**src/rtl/bus_arbiter_8.sv**
```systemverilog
// Round-robin arbiter sharing one bus among eight masters; grant held until done/req drop.
// Latency: grant registered on the edge req is seen in IDLE; one idle turnaround cycle after every release.
// Backpressure: none; optional forced release after MAX_HOLD cycles when BUS_ARBITER_TIMEOUT_EN is defined.
module bus_arbiter_8 #(
    parameter int MAX_HOLD = 16
) (
    input  logic       clk,
    input  logic       rst_n,
    input  logic [7:0] req,
    input  logic       done,
    output logic [7:0] grant,
    output logic [2:0] grant_idx,
    output logic       busy,
    output logic       preempt
);

    typedef enum logic {IDLE, OWN} state_t;

    state_t     state, state_nxt;
    logic [7:0] grant_nxt;
    logic [2:0] idx_nxt;
    logic [2:0] last_owner, last_nxt;
    logic [2:0] cand, winner;
    logic       busy_nxt, preempt_nxt;
    logic       found, timeout, rel;

    if (MAX_HOLD < 2 || MAX_HOLD > 255) begin : g_bad_max_hold
        $error("bus_arbiter_8: MAX_HOLD must be in 2..255");
    end

`ifdef BUS_ARBITER_TIMEOUT_EN
    localparam logic [7:0] HOLD_LAST = 8'(MAX_HOLD - 1);
    logic [7:0] hold_cnt, hold_nxt;
`endif

    // Rotating priority: scan starts just after the most recent winner.
    always_comb begin
        found  = 1'b0;
        winner = last_owner;
        cand   = '0;
        for (int i = 1; i <= 8; i++) begin
            cand = last_owner + 3'(i);
            if (!found && req[cand]) begin
                found  = 1'b1;
                winner = cand;
            end
        end
    end

    always_comb begin
        state_nxt   = state;
        grant_nxt   = grant;
        idx_nxt     = grant_idx;
        busy_nxt    = busy;
        preempt_nxt = 1'b0;
        last_nxt    = last_owner;
        timeout     = 1'b0;
        rel         = 1'b0;
`ifdef BUS_ARBITER_TIMEOUT_EN
        hold_nxt    = hold_cnt;
        timeout     = (hold_cnt == HOLD_LAST);
`endif
        case (state)
            IDLE: begin
                if (found) begin
                    state_nxt = OWN;
                    grant_nxt = 8'h01 << winner;
                    idx_nxt   = winner;
                    last_nxt  = winner;
                    busy_nxt  = 1'b1;
`ifdef BUS_ARBITER_TIMEOUT_EN
                    hold_nxt  = '0;
`endif
                end
            end
            OWN: begin
                rel = done || !req[grant_idx] || timeout;
                if (rel) begin
                    state_nxt   = IDLE;
                    grant_nxt   = '0;
                    busy_nxt    = 1'b0;
                    // A voluntary release on the same edge wins over the timeout.
                    preempt_nxt = timeout && !done && req[grant_idx];
                end else begin
`ifdef BUS_ARBITER_TIMEOUT_EN
                    if (hold_cnt != 8'hFF) hold_nxt = hold_cnt + 8'd1;
`endif
                end
            end
            default: state_nxt = IDLE;
        endcase
    end

    always_ff @(posedge clk or negedge rst_n) begin
        if (!rst_n) begin
            state      <= IDLE;
            grant      <= '0;
            grant_idx  <= '0;
            busy       <= 1'b0;
            preempt    <= 1'b0;
            last_owner <= 3'd7;
        end else begin
            state      <= state_nxt;
            grant      <= grant_nxt;
            grant_idx  <= idx_nxt;
            busy       <= busy_nxt;
            preempt    <= preempt_nxt;
            last_owner <= last_nxt;
        end
    end

`ifdef BUS_ARBITER_TIMEOUT_EN
    always_ff @(posedge clk or negedge rst_n) begin
        if (!rst_n) hold_cnt <= '0;
        else        hold_cnt <= hold_nxt;
    end
`endif

endmodule

```
**config.mk**
```make
export PLATFORM = sky130hd
export DESIGN_NAME = bus_arbiter_8
export DESIGN_NICKNAME = d
export VERILOG_FILES = /design/src/rtl/bus_arbiter_8.sv
export SDC_FILE = /design/constraint.sdc
export NUM_CORES = 1
export LEC_CHECK = 0
export CORE_ASPECT_RATIO = 0.75
export CORE_UTILIZATION = 58
export CTS_BUF_LIST = sky130_fd_sc_hd__clkbuf_8
export CTS_CLUSTER_DIAMETER = 50
export DETAILED_ROUTE_END_ITERATION = 8
export GPL_ROUTABILITY_DRIVEN = 0
export GPL_TIMING_DRIVEN = 0
export PLACE_DENSITY_LB_ADDON = 0.1
export SLEW_MARGIN = 20
export SYNTH_ARGS = -nofsm -noshare
export SYNTH_HDL_FRONTEND = slang
export SYNTH_SLANG_ARGS = --single-unit
export TNS_END_PERCENT = 5
```
**constraint.sdc**
```tcl
create_clock -name clk -period 4.25 [get_ports clk]
set_clock_uncertainty 0.15 [all_clocks]
set_input_delay 1.0625 -clock clk [delete_from_list [all_inputs] [get_ports clk]]
set_output_delay 1.0625 -clock clk [all_outputs]
set_load 0.02 [all_outputs]
```
* Word level (Yosys, flattened, before mapping) *
Index checks and enable logic that the tools add are counted.

word-level totals
  bits in registers = 16
  input port bits = 11
  output and inout bits = 13
  logic and storage cells = 86

cells by class
  add/sub/neg operators = 7
  order comparisons = 9
  equal/unequal tests = 2
  shifts and indexed selects = 1
  muxes and demuxes = 43
  bitwise gates (word level) = 1
  reduce and logical (&&, ||, !) cells = 18

operators with widths
  kind                   number
  $lt A3 B4 Y1 const B   9
  $bmux W1 S3            9
  $mux W3                8
  $mux W1                21
  $mux W8                2
  $pmux W8 S2            1
  $add A3 B3 Y3 const B  4
  $logic_not A1 Y1       8
  $shl A1 B3 Y8 const A  1
  $logic_and A1 B1 Y1    7
  $add A3 B2 Y3 const B  2
  $pmux W1 S2            2
  $reduce_and A2 Y1      2
  $add A3 B1 Y3 const B  1
  $ne A2 B1 Y1 const B   1
  $ne A2 B2 Y1 const B   1
  $logic_or A1 B1 Y1     1
  $not A1 Y1             1

* Depth between registers and ports, before layout *
  depth in word-level cells = 28
  depth in mapped cells = 14
  gate-level depth less buffers = 10

* Worst setup path before layout *
No wires, ideal clock.

  kind = reg2reg
  from = register last_owner[1]
  to = register grant[4]
  setup time = 0.121 ns
  arrival time = 3.424 ns
  data required time = 3.979 ns
  path slack = 0.555 ns
  cell stages (with the launch flop) = 12
  path buffers = 2
  clock period less this slack = 3.695 ns
  cells stage by stage = dfstp_2 buf_2 clkbuf_1 inv_1 ha_1 xnor2_1 mux4_2 nor4b_4 a21o_4 xnor2_2 and3b_1 a22o_1

between the ends
  cells in the longest elaborated chain, start to end = 28
  elaborated cells on any way between the ends = 58
  those cells by class = 7 x add/sub; 1 x eq/ne; 1 x shift; 34 x mux; 15 x reduce/logical

ends and longest elaborated chain
  element                        RTL line  source
  start, declared                22        logic [2:0] last_owner, last_nxt;
  start signal, assigned         108       last_owner <= last_nxt;
  $add A3 B1 Y3                  42        cand = last_owner + 3'(i);
  $bmux W1 S3                    43        if (!found && req[cand]) begin
  $mux W1 (implied by the code)  43
  $mux W1                        43
  $logic_not A1 Y1               43
  $logic_and A1 B1 Y1            43
  $mux W1                        43
  $logic_not A1 Y1               43
  [12 not listed]                --
  $logic_and A1 B1 Y1            43
  $mux W1                        43
  $logic_not A1 Y1               43
  $logic_and A1 B1 Y1            43
  $mux W3                        43
  $shl A1 B3 Y8                  67        grant_nxt = 8'h01 << winner;
  $mux W8                        65        if (found) begin
  $pmux W8 S2                    63        case (state)
  end signal, assigned           104       grant <= grant_nxt;
  end, declared                  11        output logic [7:0] grant,

Parallel ways exist; a longest one is shown, timed or not. The select of a mux whose other input is x is not followed.
A chain may end at the register's enable or synchronous reset.

* Worst setup path in the final report *
  from = register last_owner[1]
  to = register grant[6]

Same word-level chain as after synthesis.

==> out/summary.md <==
## Synth
* 10.31 µm² — average footprint of a synthesized cell
* sky130_fd_sc_hd__dfrtp_1 — library cell with the largest summed area after synthesis
* 208 — syn nets
* 0.1618 — fraction of synthesized cell area taken by the top area cell type
* sky130_fd_sc_hd__nand2_1, sky130_fd_sc_hd__dfrtp_1, sky130_fd_sc_hd__mux2_2, sky130_fd_sc_hd__mux2i_1 — commonest cells in the netlist
* 0.2091 — area fraction in compound gates after synthesis
* 0.2010 — part of the Yosys area used for sequential elements
* 66 — Distinct cells, synth
* 1.000 — fraction of synthesis flops using an asynchronous set or reset pin
* 0 — Yosys warning count
* sky130_fd_sc_hd__dfrtp_1 — primary flip-flop cell chosen by synthesis mapping
* 0.01245 — Synth Area in Adders
* 0 — number of enable-type register cells in the synthesized netlist
* 16 — Synth Register Bits
* sky130_fd_sc_hd__dfrtp_1, sky130_fd_sc_hd__mux4_1, sky130_fd_sc_hd__mux4_2, sky130_fd_sc_hd__mux2_2, sky130_fd_sc_hd__mux2i_1 — top cells by area in the synthesized netlist
* sky130_fd_sc_hd__nand2_1 — cell with the most instances after synthesis
* 195 — number of instances in the synthesized netlist
* 0.1431 — simple-gate area share of the yosys netlist
* multiplexers — combinational family with the most area after synthesis
* 0.03423 — XOR/XNOR share of the synthesized area
* 0.3199 — mux share of post-synthesis cell area
* 0.002011 mm² — Mapped Area

## Final layout
* 0 — diodes inserted
* 0.2523 — fraction of final layout cells sized beyond drive strength 1
* 232 — Final nets
* 15.49% — relative area change from synthesis to final layout

## Setup path
* sky130_fd_sc_hd__mux4_2 — slowest library cell on the worst path
* reg -> reg — startpoint-to-endpoint class of the critical path
* simple AND/OR/NAND/NOR gates — kind of cell with the highest combined delay on the critical path
* sky130_fd_sc_hd__xnor2_2 — CP dominant cell by count
* buf_2 -> inv_1 -> ha_1 -> xnor2_2 -> mux4_2 -> nor4b_4 -> a21o_4 -> xnor2_2 -> and3b_1 -> a22o_1 — critical path, cell by cell
* flop — Critical Path Sink Type
* 0.63 ns — largest stage delay on the critical path
* 0.33 ns — reg-to-reg slack, setup
* 10 — logic depth of the worst setup path including buffers
* flop — Critical Path Source Type
* 2 — Buf/Inv on CP
* 19 — biggest fanout along the worst timing path
* 3.92 ns — Arr. time, crit path
* 10 — R2R depth
* 4.24 ns — Required @ worst endpoint

## Route
* 0 — DRC violation count after routing
* 209 — number of DRC markers after the initial detailed-route iteration
* 6.965 — Avg Vias per Cell
* 5 — first-pass iteration count of the detailed router
* 20.64 µm — routed length per placed instance
* 0 — final antenna-violating net count
* 5326 µm — routed wire length
* 1,797 — number of vias after detailed routing

## Clock tree
* 0.25 ns — clock latency on the worst-skew pair
* sky130_fd_sc_hd__clkbuf_8 — Clock Root Buffer
* yes — CTS tree
* 0 — count of hold buffers inserted by post-cts repair
* 2 — CTS Buffer Depth
* 0.07 ns — clock transition time at the flip-flop clock pins of the worst setup and hold paths
* 1 — H-tree lvl count
* 16 — Num Clock Sinks
* 3 — number of clock buffers inserted by TritonCTS

## STA
* 0.6812 ns — worst-margin pin slew
* 0 — count of endpoints failing hold in the final timing report
* 3.924 ns — final worst path period need
* 0 ns — setup tns final
* 0 — endpoints failing setup
* 0.5445 — Worst slew margin
* 0.9232 — share of the clock period used by the worst path
* false — setup repair after global routing missed its margin
* 0.2549 GHz — achievable clock frequency
* 0 — max-slew violations

## Die
* 24 — IO Count
* 0.003709 mm² — full die area
* 69.99 µm — width of the chip
* 52.99 µm — Die Y-Extent
* 0.003288 mm² — area of the placeable core
* 0.6115 — initial core utilization
* 18 — std cell rows

## Global route
* 0 — grt total ovfl
* 0.2994 — GRT Total Usage
* met2 — most crowded layer after global routing
* 1,648 — number of global-route vias before repair
* 0.4331 — global routing met1 resource utilization
* 0 — antenna violations before repair
* 0.4760 — met2 layer usage reported by global route
* 17 — maximum number of pins on one net before global-route repair
* 0.05143 — Global Route met3 Usage
* 8480 µm — global-route wire length before repair

## Status
* finished clean — outcome

## Min path
* reg -> reg — path class of the lowest-slack min-delay path
* 2 — Hold Path Cell Cnt

## Placed design
* 20 — count of buffers inserted at the top-level ports
* 4077 µm — detailed placer's ending HPWL

## Flow run
* 0 — max-capacitance violation count

-- what timing repair did --
item / 4_1_cts / 5_1_grt
endpoints found under the hold margin: 0 / 0
setup endpoints to repair: 8 / 12
setup buffers: 0 / 0
resized for setup: 2 / 0
-- layout by cell type, fill, tap and decap left out, drive strengths merged, types with 3 or more instances in the layout --
cell	netlist	routed
o31ai	3	3
a21oi	8	8
o21ai	9	9
clkbuf	9	12
mux2i	11	11
dfstp	3	3
buf	5	5
mux4	15	15
dfrtp	13	13
nor3	5	5
nor2	7	7
xnor2	5	5
clkdlybuf4s50	0	20
o221ai	3	3
o22a	3	3
a22o	6	6
nand3	5	5
inv	8	8
mux2	14	14
nand2	21	21
-- stage by stage --
stage            util  instances  instance area (µm²)  setup WS, ns  hold WS, ns
2_1_floorplan       -        195                 2011        0.5552       0.3587
3_3_place_gp   0.6876        255                 2261       0.04702       0.3104
3_5_place_dp   0.6876        255                 2261      -0.07855       0.3229
4_1_cts        0.7074        259                 2326       0.03632       0.3451
5_1_grt        0.7062        258                 2322        0.1469       0.3568
6_report       0.7062        258                 2322        0.3265       0.3445
-- worst min-delay path: cells and delay by family (launching register included) --
family	cells	cell delay (ns)
AOI/OAI and AO/OA	1	0.06
DFF	1	0.35
and+or+nand+nor	1	0.05
-- metal layers --
metal / vias up / wire (µm) / share of wire
met3: 16 / 542 / 0.10
met2: 108 / 2435 / 0.46
met1: 863 / 2280 / 0.43
met5: - / 0 / 0
met4: 0 / 68 / 0.013
li1: 810 / - / -
-- kinds of logic (layout without fill, tap and decap cells) --
kind of cell | count (synthesis) | in the layout
flip-flops | 16 | 16
XOR/XNOR | 7 | 7
AND/OR/NAND/NOR | 53 | 53
AO/OA/AOI/OAI | 53 | 53
multiplexers | 40 | 40
adder cells (fa/ha/maj) | 2 | 2
other | 1 | 1
buffers and inverters | 23 | 46
-- cell type report --
cell class / instances / area (µm²)
timing repair buffer: 20 / 200.2
tap: 40 / 50.05
inverter: 9 / 33.78
buffer: 13 / 120.1
fill: 237 / 965.9
clock buffer: 4 / 55.05
sequential: 16 / 404.1
multi-input combinational: 156 / 1459
-- sequential cells by signal, summed over array words and instances, names as in the netlist --
register    flops
busy            1
grant_idx       3
state           1
last_owner      3
grant           8
-- path summary, 6_finish.rpt --
| kind | startpoint | to |
|---|---|---|
| setup / recovery | last_owner[1] | grant[6] |
| hold / removal | grant[1] | grant[1] |
| setup reg to reg | last_owner[1] | grant[6] |
| hold reg to reg | grant[1] | grant[1] |
| max in group asynchronous | rst_n | grant_idx[2] |
| min in group asynchronous | rst_n | grant[5] |
Power is not shown: default switching activity piles up to over one toggle a cycle in this logic, so the estimate is an artifact.
